===== config.mk =====
export PLATFORM = sky130hd
export DESIGN_NAME = strobe_sequencer
export DESIGN_NICKNAME = d
export VERILOG_FILES = /design/src/rtl/strobe_sequencer.sv
export SDC_FILE = /design/constraint.sdc
export NUM_CORES = 1
export LEC_CHECK = 0
export BUFFER_PORTS_ARGS = -buffer_cell sky130_fd_sc_hd__buf_2
export CAP_MARGIN = 20
export CORE_MARGIN = 5
export CORE_UTILIZATION = 45
export DETAILED_ROUTE_END_ITERATION = 16
export PLACE_DENSITY_LB_ADDON = 0.1
export SYNTH_ARGS = -nofsm -noshare
export SYNTH_HDL_FRONTEND = slang
export SYNTH_SLANG_ARGS = --single-unit
export TNS_END_PERCENT = 5

===== constraint.sdc =====
create_clock -name i_clk_in -period 1.65 [get_ports i_clk_in]
set_input_delay 0.33 -clock i_clk_in [delete_from_list [all_inputs] [get_ports i_clk_in]]
set_output_delay 0.33 -clock i_clk_in [all_outputs]
set_load 0.01 [all_outputs]

===== src/rtl/strobe_sequencer.sv =====
// rtl/strobe_sequencer.sv - programmable, abortable burst strobe generator
// Optional feature macro: STROBE_SEQ_IRQ_EN (adds o_irq completion pulse)
module strobe_sequencer #(
  parameter int DIV_W = 8,
  parameter int CNT_W = 8
) (
  input  logic             i_clk_in,
  input  logic             i_rst,
  input  logic             i_cfg_valid,
  output logic             o_cfg_ready,
  input  logic [DIV_W-1:0] i_cfg_div,
  input  logic [CNT_W-1:0] i_cfg_num,
  input  logic             i_start,
  input  logic             i_abort,
  output logic             o_strobe,
  output logic             o_busy,
  output logic             o_done,
  output logic [CNT_W-1:0] o_strobe_count
`ifdef STROBE_SEQ_IRQ_EN
  ,
  output logic             o_irq
`endif
);

  typedef enum logic [1:0] {
    S_IDLE = 2'd0,
    S_RUN  = 2'd1,
    S_DONE = 2'd2
  } state_t;

  state_t           r_state;
  logic             r_cfg_ready;
  logic             r_strobe;
  logic             r_busy;
  logic             r_done;
  logic [CNT_W-1:0] r_strobe_count;
  logic [DIV_W-1:0] r_div_reg;
  logic [CNT_W-1:0] r_num_reg;
  logic [DIV_W-1:0] r_div_cnt;
`ifdef STROBE_SEQ_IRQ_EN
  logic             r_irq;
`endif

  // Config transfer happens only while the block advertises ready (IDLE/DONE).
  logic             w_cfg_fire;
  // Divider terminal count and the strobe count it would produce.
  logic             w_div_hit;
  logic [CNT_W-1:0] w_count_inc;
  logic             w_last_strobe;

  assign w_cfg_fire    = i_cfg_valid && r_cfg_ready;
  assign w_div_hit     = (r_div_cnt == r_div_reg);
  assign w_count_inc   = r_strobe_count + CNT_W'(1);
  assign w_last_strobe = (r_num_reg != '0) && (w_count_inc == r_num_reg);

  // Sequencer FSM; every output is a register updated here.
  always_ff @(posedge i_clk_in) begin
    if (i_rst) begin
      r_state        <= S_IDLE;
      r_cfg_ready    <= 1'b1;
      r_strobe       <= 1'b0;
      r_busy         <= 1'b0;
      r_done         <= 1'b0;
      r_strobe_count <= '0;
      r_div_reg      <= '0;
      r_num_reg      <= '0;
      r_div_cnt      <= '0;
`ifdef STROBE_SEQ_IRQ_EN
      r_irq          <= 1'b0;
`endif
    end else begin
`ifdef STROBE_SEQ_IRQ_EN
      r_irq <= 1'b0;
`endif
      case (r_state)
        S_IDLE, S_DONE: begin
          // A config accepted on the start edge is the one the burst uses,
          // because the divider reads r_div_reg only from the next edge on.
          if (w_cfg_fire) begin
            r_div_reg <= i_cfg_div;
            r_num_reg <= i_cfg_num;
          end
          r_strobe <= 1'b0;
          if (i_start) begin
            r_state        <= S_RUN;
            r_div_cnt      <= '0;
            r_strobe_count <= '0;
            r_done         <= 1'b0;
            r_busy         <= 1'b1;
            r_cfg_ready    <= 1'b0;
          end else if (w_cfg_fire) begin
            // New config while finished drops the done indication.
            r_state     <= S_IDLE;
            r_done      <= 1'b0;
            r_busy      <= 1'b0;
            r_cfg_ready <= 1'b1;
          end else if (r_state == S_DONE) begin
            // First DONE cycle follows the last strobe: settle the status.
            r_busy      <= 1'b0;
            r_done      <= 1'b1;
            r_cfg_ready <= 1'b1;
`ifdef STROBE_SEQ_IRQ_EN
            r_irq       <= !r_done;
`endif
          end
        end

        S_RUN: begin
          if (i_abort) begin
            // Abort beats a pending strobe; the count shows strobes issued.
            r_state     <= S_IDLE;
            r_strobe    <= 1'b0;
            r_busy      <= 1'b0;
            r_done      <= 1'b0;
            r_cfg_ready <= 1'b1;
          end else if (w_div_hit) begin
            r_strobe       <= 1'b1;
            r_div_cnt      <= '0;
            r_strobe_count <= w_count_inc;
            if (w_last_strobe) begin
              r_state <= S_DONE;
            end
          end else begin
            r_strobe  <= 1'b0;
            r_div_cnt <= r_div_cnt + DIV_W'(1);
          end
        end

        default: begin
          r_state     <= S_IDLE;
          r_strobe    <= 1'b0;
          r_busy      <= 1'b0;
          r_done      <= 1'b0;
          r_cfg_ready <= 1'b1;
        end
      endcase
    end
  end

  assign o_cfg_ready    = r_cfg_ready;
  assign o_strobe       = r_strobe;
  assign o_busy         = r_busy;
  assign o_done         = r_done;
  assign o_strobe_count = r_strobe_count;
`ifdef STROBE_SEQ_IRQ_EN
  assign o_irq          = r_irq;
`endif

endmodule


==> results of run 1 <==
==> cells in the mapped netlist, types with 4 or more instances <==
cell,instances,area (um2)
a21oi_1,25,125.1
clkbuf_1,8,30.03
dfxtp_1,38,760.7
nand2_1,46,172.7
nand3_1,7,35.03
nand4_1,4,25.02
nor2_1,17,63.81
nor3_1,7,35.03
nor4_1,4,25.02
o21ai_0,12,60.06
xnor2_1,17,148.9
xor2_1,7,61.31
==> per-stage QoR <==
step	std cells	cell area (um2)	worst slack, ns	power [mW]
after CTS	354	2569	0.01953	2.332
after detailed placement	346	2391	-0.05500	1.338
after global routing	355	2680	-0.06046	2.449
after global placement	346	2391	-0.02000	1.334
final	355	2680	0.009666	2.360
after floorplan	238	1914	-0.01787	1.181
==> kinds of logic after synthesis <==
group | after synthesis | synth area share
and+or+nand+nor | 103 | 0.2618
AOI/OAI and AO/OA | 56 | 0.1761
DFF | 38 | 0.3979
xor gates and xnor gates | 25 | 0.1185
buffers and inverters | 14 | 0.03272
adders and majority gates | 2 | 0.01309
==> worst reg2reg max path: stages, from the launching register on <==
cell	delay, ns
dfxtp_1	0.34
buf_12	0.14
and4_1	0.16
buf_4	0.14
a211o_1	0.25
o311ai_1	0.08
a22oi_1	0.13
o31a_1	0.29
==> timing repair <==
item	4_1_cts	5_1_grt
pin swaps	2	7
setup buffers	0	1
resized for setup	7	20
endpoints found under the setup margin	1	16
==> power groups by stage <==
stage / combinational, mW / sequential (mW) / clock (mW)
detailed placement: 0.339 / 1.00 / 0
floorplan: 0.185 / 0.996 / 0
global route: 0.427 / 0.986 / 1.04
CTS: 0.353 / 0.979 / 1.00
global placement: 0.335 / 0.999 / 0
finish: 0.391 / 0.982 / 0.987
==> how the worst max path moves through the flow <==
stage | start | to | slack (ns) | cells past startpoint
3_5_place_dp | o_strobe_count[0]$_SDFFE_PP0P_ | r_state[0]$_SDFFE_PP0P_ | -0.06 | 6
4_1_cts | o_strobe_count[2]$_SDFFE_PP0P_ | r_state[0]$_SDFFE_PP0P_ | 0.02 | 7
5_1_grt | o_strobe_count[2]$_SDFFE_PP0P_ | r_state[0]$_SDFFE_PP0P_ | -0.06 | 7
2_1_floorplan | o_strobe_count[0]$_SDFFE_PP0P_ | r_state[0]$_SDFFE_PP0P_ | -0.02 | 7
3_3_place_gp | o_strobe_count[0]$_SDFFE_PP0P_ | r_state[0]$_SDFFE_PP0P_ | -0.02 | 6
6_report | o_strobe_count[2]$_SDFFE_PP0P_ | r_state[0]$_SDFFE_PP0P_ | 0.01 | 7
==> layout by cell type (no fill, tap or decap), types with 4 or more instances in the layout <==
cell type / Yosys / final
xnor2_2: 0 / 6
buf_4: 0 / 35
nand2_1: 46 / 46
nor3_1: 7 / 7
nor4_1: 4 / 4
xor2_1: 7 / 7
dfxtp_1: 38 / 33
nor2_1: 17 / 16
xnor2_1: 17 / 11
buf_2: 2 / 32
nand3_1: 7 / 6
clkbuf_8: 0 / 6
nand4_1: 4 / 4
dfxtp_2: 0 / 5
o21ai_0: 12 / 11
a21oi_1: 25 / 24
==> layer usage <==
metal | global-route usage | wire (um)
met1 | 0.2637 | 2531
met3 | 0.03204 | 194
met5 | 0 | 0
met4 | 0.05243 | 44
met2 | 0.2824 | 2160
==> layout make-up <==
class	count	area, um2	area share
multi-input cells	186	1215	0.4533
flip-flops and latches	38	767.0	0.2862
clock buffers	6	82.58	0.03081
well taps	50	62.56	0.02334
inverters	2	7.507	0.002801
clock inverters	2	60.06	0.02241
repair buffers	71	485.5	0.1811
==> metrics, run 1 <==
outcome complete, no violations; post-layout util 0.6605; reg2reg path depth 7; Worst R2R End r_state[0]$_SDFFE_PP0P_; post-cts hold buffer count 0; Clock transition at path regs 0.08 ns; Synth async-reset ratio 0; hold endpoint r_div_reg[4]$_SDFFE_PP0P_; Synth Net Count 261; Syn-to-layout area delta 40.18%; part of the power in registers 0.416; Gate power share 0.166; cell area power density 880.6 nW/um2; r2r setup slk 0.01 ns; H-tree levels 2; fin crit share 0.9941; P_sw 0.5733 mW; Lkg Pwr 1.098 nW; fillers 361; Clock power frac 0.418; Yosys reg bits 38; die area 5652 um2; Tmin final 1.640 ns; RSZ-0062 raised after global routing yes; Final ANT Viol Nets 0; Worst Clk Skew 0.006756 ns; antenna violations before repair 0; RR Startpoint o_strobe_count[2]$_SDFFE_PP0P_; detailed-route via count 1857; clk sink count 38; Port Buf Inserts 32; layout cells sized above 1 0.3410; largest net degree at the start of global routing 22; First-pass DRT Iterations 4; Worst Path Buf+Inv 2; sw frac 0.2429; vias in the first global route 1788; worst-path fanout max 8; Post-Syn Area 1912 um2; clock root cell clkbuf_8; CP required 1.84 ns; critical path arrival 1.83 ns; final hold slack 0.2641 ns; worst hold start i_cfg_div[4]; DRC Markers 0; Netlist cell types 46; WHS Path Cells 3; Int Pwr 1.787 mW; first-pass GRT wire length 8010 um; Starting DRT DRC Count 71; starting density of the core 0.4712; Worst IR Drop VDD 0.5256 mV; CP max-delay cell dfxtp_1; gr ovfl total 0; HPWL Detailed 3528 um; crit path kind reg2reg; cells after synthesis 238; endpoints failing setup 0; sequential-to-total area share from yosys stat 0.3979; Main synth FF type dfxtp_1; Synth warnings 0; crit-path max cell delay 0.34 ns; final hold vios 0; core footprint 4058 um2; ANT cells 0; worst hold path class in2reg; std cell rows 23; syn_area_per_cell 8.033 um2; max cap viols 0; Num CTS Buffers 5; setup TNS 0 ns; Post-synth EDFFs 0; Rel. slew slack 0.5628; CTS tree done; Die Y 75.18 um; average wire per standard cell 13.89 um; worst skew pair latency 0.29 ns; Crit path max-delay family compound AO/OA/AOI/OAI gates; Die W 75.18 um; final WL 4930 um; CP Capture Type flip-flop; Tightest Pin Transition 0.6499 ns; Max Slew Vio Count 0; Final nets 327; Max Clk Rate 609.6 MHz; Overall Global Routing Usage 0.1834; CP Launch Type flip-flop; final RePlAce weighted congestion 0.8213; Clock Path Buffers 2; worst-path cell chain buf_12, and4_1, buf_4, a211o_1, o311ai_1, a22oi_1, o31a_1; I/O pin count 33; via/cell ratio 5.231
Power figures use the tool's default switching activity.
==> run 2: changes to the inputs <==
--- a/config.mk
+++ b/config.mk
@@ -10,7 +10,7 @@
 export CORE_MARGIN = 5
 export CORE_UTILIZATION = 45
 export DETAILED_ROUTE_END_ITERATION = 16
-export PLACE_DENSITY_LB_ADDON = 0.1
+export PLACE_DENSITY = 0.79
 export SYNTH_ARGS = -nofsm -noshare
 export SYNTH_HDL_FRONTEND = slang
 export SYNTH_SLANG_ARGS = --single-unit
==> run 2 against run 1 <==
Compared with the run above: the flow now finishes with violations (negative setup slack); die area did not move; utilization shrank 0.093 points; hold slack improved by 0.0030 ns; clock skew is 0.0031 ns lower; power is 14% lower; design area fell by 0.14%; register-to-register slack got worse by 0.08 ns; setup slack lost 0.077 ns; critical path depth is 1 lower; non-clock buffer count up 5; largest power group is now sequential cells.
==> metrics, run 2 (same netlist as run 1, synthesis figures left out) <==
outcome complete, but fails checks; failing checks negative setup slack; Worst Clk Skew 0.003660 ns (-0.003095 ns); DRC Markers 0 (unchanged); layout cells sized above 1 0.3883 (+0.04737); Tightest Pin Transition 0.6846 ns (+0.03476 ns); Clock Path Buffers 2 (unchanged); Tot Pwr 2.038 mW (-14%); fin crit share 1.041 (+0.04660); H-tree levels 2 (unchanged); Overall Global Routing Usage 0.1963 (+0.01284); Syn-to-layout area delta 39.99%; CP Capture Type flip-flop; post-cts hold buffer count 0 (unchanged); crit-path max cell delay 0.36 ns (+0.02 ns); I/O pin count 33 (unchanged); Final WS setup -0.06722 ns (-0.07689 ns); RSZ-0062 raised after global routing yes; CP Launch Type flip-flop; CP required 1.83 ns (about the same); die area 5652 um2 (unchanged); gr ovfl total 0 (unchanged); clk sink count 38 (unchanged); CP max-delay cell a2111oi_4; via/cell ratio 5.538 (+5.9%); first-pass GRT wire length 8411 um (+5.0%); Num CTS Buffers 5 (unchanged); Max Slew Vio Count 0 (unchanged); average wire per standard cell 15.85 um (+14%); Crit path max-delay family compound AO/OA/AOI/OAI gates; max cap viols 0 (unchanged); final hold vios 0 (unchanged); Max Clk Rate 582.3 MHz (-4.5%); FF/Latch Area 777.0 um2 (+1.3%); Multi-input gate area 1217 um2 (+0.21%); cell area power density 761.5 nW/um2 (-14%); detailed-route via count 1988 (+7.1%); First-pass DRT Iterations 4 (unchanged); final RePlAce weighted congestion 0.8046 (-2.0%); endpoints failing setup 7 (+7); critical path arrival 1.90 ns (+0.07 ns); HPWL Detailed 3736 um (+5.9%); ANT cells 0 (unchanged); CTS tree done; Port Buf Inserts 32 (unchanged); core footprint 4058 um2 (unchanged); starting density of the core 0.4712 (unchanged); most frequent cells in the layout nand2_1 (46), buf_4 (40), buf_2 (32), dfxtp_1 (25), a21oi_1 (21); placed cell count 346 (unchanged); worst-path cell chain ha_4, xnor2_1, nand2_1, a2111oi_4, nand3_1, o31a_1; Rel. slew slack 0.5394 (-0.02339); worst skew pair latency 0.29 ns (about the same); Die W 75.18 um (unchanged); largest net degree at the start of global routing 24 (+9.1%); Starting DRT DRC Count 174 (+150%); Lkg Pwr 1.083 nW (-1.4%); worst hold path class in2reg; std cell rows 23 (unchanged); vias in the first global route 1858 (+3.9%); antenna violations before repair 0 (unchanged); Final ANT Viol Nets 0 (unchanged); Layout Cells excl Fill 359 (+1.1%); Worst Path Buf+Inv 0 (-2); final WL 5690 um (+15%); leading cell type in the layout, fill and taps excluded nand2_1; Die Y 75.18 um (unchanged); crit path kind reg2reg; Worst IR Drop VDD 0.4410 mV (-16%); Tmin final 1.717 ns (+0.07689 ns); clock root cell clkbuf_8; Final nets 332 (+1.5%); fillers 314 (-13%); Clock transition at path regs 0.08 ns (about the same); worst-path fanout max 2 (-6)
==> run 2: cell types whose count changed in the layout (fill, tap and decap cells not counted), sizes merged <==
cell | before | now
buf | 71 | 75
bufinv | 2 | 0
clkinvlp | 0 | 2
==> run 2: timing repair <==
action / in CTS / in global routing
setup buffers: 0 / 5
gates cloned: 0 / 1
pin swaps: 1 / 14
gates resized for setup: 7 / 31
endpoints found under the setup margin: 4 / 15
==> run 2: final cells by class <==
type,instances,share of cell area
clock buffers,5,0.02571
clock inverters,2,0.005610
inverters,2,0.002805
multi-input cells,186,0.4549
flip-flops and latches,38,0.2903
well taps,50,0.02338
repair buffers,76,0.1973
==> run 2: worst register-to-register path: stages, from the launching register on <==
cell       delay, ns
dfxtp_2         0.35
ha_4            0.25
xnor2_1         0.17
nand2_1         0.12
a2111oi_4       0.36
nand3_1         0.12
o31a_1          0.24
==> run 2: metrics by stage <==
step                      setup TNS, ns  setup slack (ns)  hold WS, ns  utilization  instance area, um2
after CTS                     -0.002600         -0.002600       0.2646       0.6201                2516
after global placement         -0.01488          -0.01488       0.4578       0.5862                2379
final                           -0.1740          -0.06722       0.2671       0.6596                2676
after detailed placement        -0.1116          -0.06694       0.4644       0.5862                2379
after global routing             -1.125           -0.1570       0.2574       0.6596                2676
after floorplan                -0.01787          -0.01787       0.4488            -                1914
==> run 2: where the power goes <==
part	total [mW]	internal, mW	switching, mW
Sequential	0.985	0.952	0.0331
Combinational	0.420	0.205	0.215
Clock	0.633	0.289	0.345
==> run 2: path summary, 6_finish.rpt <==
check                                                    start                        end  slack [ns]  cells past startpoint
worst max-delay path            o_strobe_count[1]$_SDFFE_PP0P_    r_state[0]$_SDFFE_PP0P_       -0.07                      6
worst min-delay path                              i_cfg_div[7]  r_div_reg[7]$_SDFFE_PP0P_        0.27                      3
worst max register to register  o_strobe_count[1]$_SDFFE_PP0P_    r_state[0]$_SDFFE_PP0P_       -0.07                      6
worst min register to register       r_div_reg[4]$_SDFFE_PP0P_  r_div_reg[4]$_SDFFE_PP0P_        0.48                      2
==> run 2: per-layer routing <==
layer / GRT usage / vias up / wire (um) / part of all wire
li1: - / 977 / - / -
met1: 0.2461 / 918 / 2388 / 0.42
met2: 0.3133 / 81 / 2821 / 0.50
met3: 0.05340 / 12 / 350 / 0.062
met4: 0.09126 / 0 / 130 / 0.023
met5: 0 / - / 0 / 0
